## src/rtl/dmem_arbiter.sv

```systemverilog
// Shares one data-memory port between the core LSU (M0) and a secondary bus master (M1).
// Round-robin arbitration, one transaction in flight, one-entry posted store buffer for M0.
module dmem_arbiter #(
    parameter int AW = 32,
    parameter int DW = 32
) (
    input  logic          clk,
    input  logic          rst,
    input  logic          m0_read_en,
    input  logic          m0_write_en,
    input  logic [AW-1:0] m0_addr,
    input  logic [DW-1:0] m0_wdata,
    output logic [DW-1:0] m0_rdata,
    output logic          m0_read_vd,
    output logic          m0_stall,
    input  logic          m1_req,
    input  logic          m1_we,
    input  logic [AW-1:0] m1_addr,
    input  logic [DW-1:0] m1_wdata,
    output logic          m1_gnt,
    output logic [DW-1:0] m1_rdata,
    output logic          m1_rvalid,
    output logic          mem_req,
    output logic          mem_we,
    output logic [AW-1:0] mem_addr,
    output logic [DW-1:0] mem_wdata,
    input  logic          mem_ack,
    input  logic [DW-1:0] mem_rdata,
    input  logic          mem_rvalid
);

    typedef enum logic [1:0] {
        IDLE   = 2'd0,
        REQ    = 2'd1,
        RDWAIT = 2'd2
    } state_t;

    localparam logic OWN_M0 = 1'b0;
    localparam logic OWN_M1 = 1'b1;

    state_t        state_reg, state_next;
    logic          owner_reg, owner_next;
    logic          last_reg, last_next;
    logic          mem_req_reg, mem_req_next;
    logic          mem_we_reg, mem_we_next;
    logic [AW-1:0] mem_addr_reg, mem_addr_next;
    logic [DW-1:0] mem_wdata_reg, mem_wdata_next;
    logic          wbuf_v_reg, wbuf_v_next;
    logic [AW-1:0] wbuf_addr_reg, wbuf_addr_next;
    logic [DW-1:0] wbuf_data_reg, wbuf_data_next;

    logic in_xfer;
    logic ack_live;
    logic m0_pend;
    logic m1_pend;
    logic grant_m0;
    logic grant_m1;
    logic wbuf_done;
    logic rd_return;

    assign in_xfer   = (state_reg != IDLE);
    assign ack_live  = mem_ack && (state_reg == REQ);
    // A buffered store masks the load so the read can never overtake it.
    assign m0_pend   = wbuf_v_reg || m0_read_en;
    assign m1_pend   = m1_req && !(in_xfer && (owner_reg == OWN_M1));
    // last_reg holds the previous winner; a tie goes to the other master.
    assign grant_m0  = m0_pend && (!m1_pend || (last_reg == OWN_M1));
    assign grant_m1  = m1_pend && (!m0_pend || (last_reg == OWN_M0));
    assign wbuf_done = ack_live && (owner_reg == OWN_M0) && mem_we_reg;
    assign rd_return = !rst && mem_rvalid && in_xfer && !mem_we_reg;

    always_comb begin
        state_next     = state_reg;
        owner_next     = owner_reg;
        last_next      = last_reg;
        mem_req_next   = mem_req_reg;
        mem_we_next    = mem_we_reg;
        mem_addr_next  = mem_addr_reg;
        mem_wdata_next = mem_wdata_reg;
        case (state_reg)
            IDLE: begin
                if (grant_m0) begin
                    state_next     = REQ;
                    owner_next     = OWN_M0;
                    last_next      = OWN_M0;
                    mem_req_next   = 1'b1;
                    mem_we_next    = wbuf_v_reg;
                    mem_addr_next  = wbuf_v_reg ? wbuf_addr_reg : m0_addr;
                    mem_wdata_next = wbuf_v_reg ? wbuf_data_reg : '0;
                end else if (grant_m1) begin
                    state_next     = REQ;
                    owner_next     = OWN_M1;
                    last_next      = OWN_M1;
                    mem_req_next   = 1'b1;
                    mem_we_next    = m1_we;
                    mem_addr_next  = m1_addr;
                    mem_wdata_next = m1_wdata;
                end
            end
            REQ: begin
                if (mem_ack) begin
                    mem_req_next = 1'b0;
                    if (mem_we_reg || mem_rvalid) begin
                        state_next = IDLE;
                    end else begin
                        state_next = RDWAIT;
                    end
                end
            end
            RDWAIT: begin
                if (mem_rvalid) begin
                    state_next = IDLE;
                end
            end
            default: begin
                state_next   = IDLE;
                mem_req_next = 1'b0;
            end
        endcase
    end

    always_comb begin
        wbuf_v_next    = wbuf_v_reg;
        wbuf_addr_next = wbuf_addr_reg;
        wbuf_data_next = wbuf_data_reg;
        if (m0_write_en && !wbuf_v_reg) begin
            wbuf_v_next    = 1'b1;
            wbuf_addr_next = m0_addr;
            wbuf_data_next = m0_wdata;
        end else if (wbuf_done) begin
            wbuf_v_next = 1'b0;
        end
    end

    always_ff @(posedge clk) begin
        if (rst) begin
            state_reg     <= IDLE;
            owner_reg     <= OWN_M0;
            last_reg      <= OWN_M1;
            mem_req_reg   <= 1'b0;
            mem_we_reg    <= 1'b0;
            mem_addr_reg  <= '0;
            mem_wdata_reg <= '0;
            wbuf_v_reg    <= 1'b0;
            wbuf_addr_reg <= '0;
            wbuf_data_reg <= '0;
        end else begin
            state_reg     <= state_next;
            owner_reg     <= owner_next;
            last_reg      <= last_next;
            mem_req_reg   <= mem_req_next;
            mem_we_reg    <= mem_we_next;
            mem_addr_reg  <= mem_addr_next;
            mem_wdata_reg <= mem_wdata_next;
            wbuf_v_reg    <= wbuf_v_next;
            wbuf_addr_reg <= wbuf_addr_next;
            wbuf_data_reg <= wbuf_data_next;
        end
    end

    // Return paths are combinational so the requester releases on the data cycle.
    assign m0_read_vd = rd_return && (owner_reg == OWN_M0);
    assign m1_rvalid  = rd_return && (owner_reg == OWN_M1);
    assign m0_rdata   = mem_rdata;
    assign m1_rdata   = mem_rdata;
    assign m1_gnt     = !rst && ack_live && (owner_reg == OWN_M1);
    assign m0_stall   = !rst && m0_write_en && wbuf_v_reg;

    assign mem_req   = mem_req_reg;
    assign mem_we    = mem_we_reg;
    assign mem_addr  = mem_addr_reg;
    assign mem_wdata = mem_wdata_reg;

endmodule

```

## config.mk

```make
export PLATFORM = sky130hd
export DESIGN_NAME = dmem_arbiter
export DESIGN_NICKNAME = d
export VERILOG_FILES = /design/src/rtl/dmem_arbiter.sv
export SDC_FILE = /design/constraint.sdc
export NUM_CORES = 1
export LEC_CHECK = 0
export ABC_AREA = 1
export CORE_AREA = 2 2 124 126
export CTS_CLUSTER_SIZE = 10
export DETAILED_ROUTE_END_ITERATION = 7
export DIE_AREA = 0 0 126 128
export PLACE_DENSITY = 0.94
export SYNTH_ARGS = -nofsm -noshare
export SYNTH_HDL_FRONTEND = slang
export SYNTH_SLANG_ARGS = --single-unit
```

## constraint.sdc

```tcl
create_clock -name clk -period 3.7 [get_ports clk]
set_input_delay 0.37 -clock clk [delete_from_list [all_inputs] [get_ports clk]]
set_output_delay 0.37 -clock clk [all_outputs]
set_load 0.01 [all_outputs]
```

==> summary.md <==
| Metric | Value |
|---|---|
| Status | finished clean |
| Ant diodes | 0 |
| PD cells | 542 nW/µm² |
| Drt first pass iters | 5 |
| Final Setup Violations | 0 |
| Vias in the first global route | 6095 |
| Fillcell total | 1348 |
| Post-CTS sizing | 0 |
| PortBufs | 205 |
| Clock sink count | 135 |
| Lkg Pwr | 3.94 nW |
| Slew HR | 0.181 |
| DIE AREA | 16100 µm² |
| Worst-case hold path end point | mem_wdata[18] |
| Hold Path Depth | 2 |
| Fin area | 8760 µm² |
| # hold bufs at CTS | 0 |
| F_max | 420 MHz |
| Post-layout minimum cycle time | 2380 ps |
| Synth warn | 0 |
| Max clock buf depth | 2 |
| Wire per inst | 14.3 µm |
| Gr usage total | 0.226 |
| Mapped cell area | 6580 µm² |
| Yosys reg bits | 135 |
| Crit-path leading delay family | buffers and inverters |
| Worst Tran Pin Value | 1230 ps |
| Data arrival, critical path | 2010 ps |
| Total CTS buffers | 17 |
| TritonCTS clock tree | yes |
| Worst setup EP type | output pin |
| Slowest stage cell, crit path | clkdlybuf4s50_1 |
| I/O pins | 302 |
| Initial antenna violation count | 0 |
| Post-DP HPWL | 12200 µm |
| FF-to-FF End | mem_wdata[1] |
| Area of placed instances | 8130 µm² |
| Worst setup path startpoint | rst |
| Crit path largest cell delay | 600 ps |
| Netlist cell types | 23 |
| DRC | 0 |
| Vias per cell | 4.96 |
| Fin crit share | 0.643 |
| Row Count | 45 |
| DP Worst Slack | 1160 ps |
| Final wirelength | 18600 µm |
| Synthesized area per cell | 6.62 µm² |
| Critical path class | input port to output pin |
| # H-tree levels | 4 |
| Min-delay src | mem_wdata[18] |
| Area occupied by multi-input gates | 2780 µm² |
| Mapped Nets | 1162 |
| Post-route ant nets | 0 |
| Peak supply drop | 290 µV |
| Max Cap Violations | 0 |
| R2R setup slack | 1490 ps |
| Clock root buffer master | clkbuf_16 |
| HP Class | register to register |
| Worst hold margin | 464 ps |
| Worst Skew | 7.52 ps |
| Latest clock arrival within the worst-skew pair | 410 ps |
| Reg area | 2710 µm² |
| First-pass GRT wire length | 29200 µm |
| Chip height | 128 µm |
| Fin. Hold Viols | 0 |
| Share of layout cells above drive strength 1 | 0.0441 |
| WP data required | 3330 ps |
| Cell accounting for the most synthesized area | dfxtp_1 |
| Crit start category | input port |
| Sequential area share after synthesis | 0.411 |
| Gr ovfl total | 0 |
| Initial core utilization | 0.443 |
| Worst-path maximum fanout | 38 |
| Reg2Reg Depth | 9 |
| Largest net degree at the start of global routing | 96 |
| Worst r2r src | state_reg[1] |
| RSZ-0062 raised after global routing | no |
| Crit-path cells | buf_2 -> inv_2 -> nand3_1 -> nor3_1 -> clkdlybuf4s50_1 |
| Setup TNS | 0 ps |
| Post-Syn Instances | 994 |
| Final count of pins violating max slew | 0 |
| Post-synth top area share | 0.411 |
| Synth top area cells | dfxtp_1, nand2_1, buf_4, nor2_1, o21ai_0 |
| P&R area growth vs syn | 33.1% |
| Post-route worst setup slack | 1320 ps |
| Nets | 1266 |
| Worst path bufs/invs | 3 |
| Core box area | 14900 µm² |
| Die boundary width | 126 µm |
| # Post-CTS Setup Buffers | 0 |
| Initial DRC Count | 379 |
| Via count | 6432 |
| GPL Wtd Cong | 0.828 |
| Worst-path clk slew | 60 ps |
## power by group
group | internal, mW | switching (mW) | total (mW)
Clock | 1.16 | 0.638 | 1.80
Combinational | 0.539 | 0.649 | 1.19
Sequential | 1.65 | 0.116 | 1.76
## area by class of cell
| type | instances | share of cell area |
|---|---|---|
| Clock inverter | 11 | 0.0196 |
| Timing Repair Buffer | 213 | 0.242 |
| Multi-Input combinational cell | 653 | 0.317 |
| Sequential cell | 135 | 0.309 |
| Tap cell | 188 | 0.0269 |
| Inverter | 78 | 0.0334 |
| Clock buffer | 20 | 0.0521 |
## cells by family (layout without fill, tap and decap cells)
family	after synthesis	after routing	synth area share
simple gates	490	490	0.295
compound gates	163	163	0.126
buf+inv	206	322	0.168
flops	135	135	0.411
## Yosys cell counts (all sizes together)
cell type	n
nor2	139
clkbuf	29
nand3	66
dfxtp	135
o211ai	2
o22ai	1
nor3	2
buf	99
o21ai	99
nor4	1
inv	78
nand3b	1
nand2	281
a21oi	61
## cells in the final DEF, fill, tap and decap left out, drive strengths merged
master,instances
clkdlybuf4s50,204
nand2,281
nor4,1
nand3,66
o21ai,99
clkbuf,20
dfxtp,135
clkinv,2
inv,80
o211ai,2
a21oi,61
clkinvlp,3
bufinv,4
nor2,139
o22ai,1
buf,9
nand3b,1
nor3,2
## routing by layer
layer  up-vias  part of all wire  track usage
li1       3249                 -            -
met1      2880              0.41        0.259
met2       236              0.48        0.382
met3        67             0.067       0.0622
met4         0             0.041        0.129
met5         -                 0            0
## how the worst max path moves through the flow
stage / to / slack (ps) / depth (start not counted)
4_1_cts: m0_stall / 1270 / 3
6_report: m0_read_vd / 1320 / 5
5_1_grt: m0_read_vd / 1210 / 5
3_3_place_gp: mem_wdata[9] / 1260 / 9
3_5_place_dp: mem_wdata[22] / 1160 / 9
2_1_floorplan: m0_read_vd / 2250 / 4
## tightest hold or removal path: cells and delay by family (launching register included)
| family | cells | cell delay (ps) |
|---|---|---|
| flip-flops | 1 | 310 |
| AND/OR/NAND/NOR | 1 | 60 |
| AO/OA/AOI/OAI | 1 | 50 |
## metrics by stage
step / instances / power, mW / util
floorplan: 994 / 2.55 / -
global placement: 1267 / 2.94 / 0.547
detailed placement: 1267 / 2.98 / 0.547
CTS: 1298 / 4.79 / 0.589
global route: 1298 / 5.01 / 0.589
finish: 1298 / 4.75 / 0.589
Power figures use the tool's default switching activity.
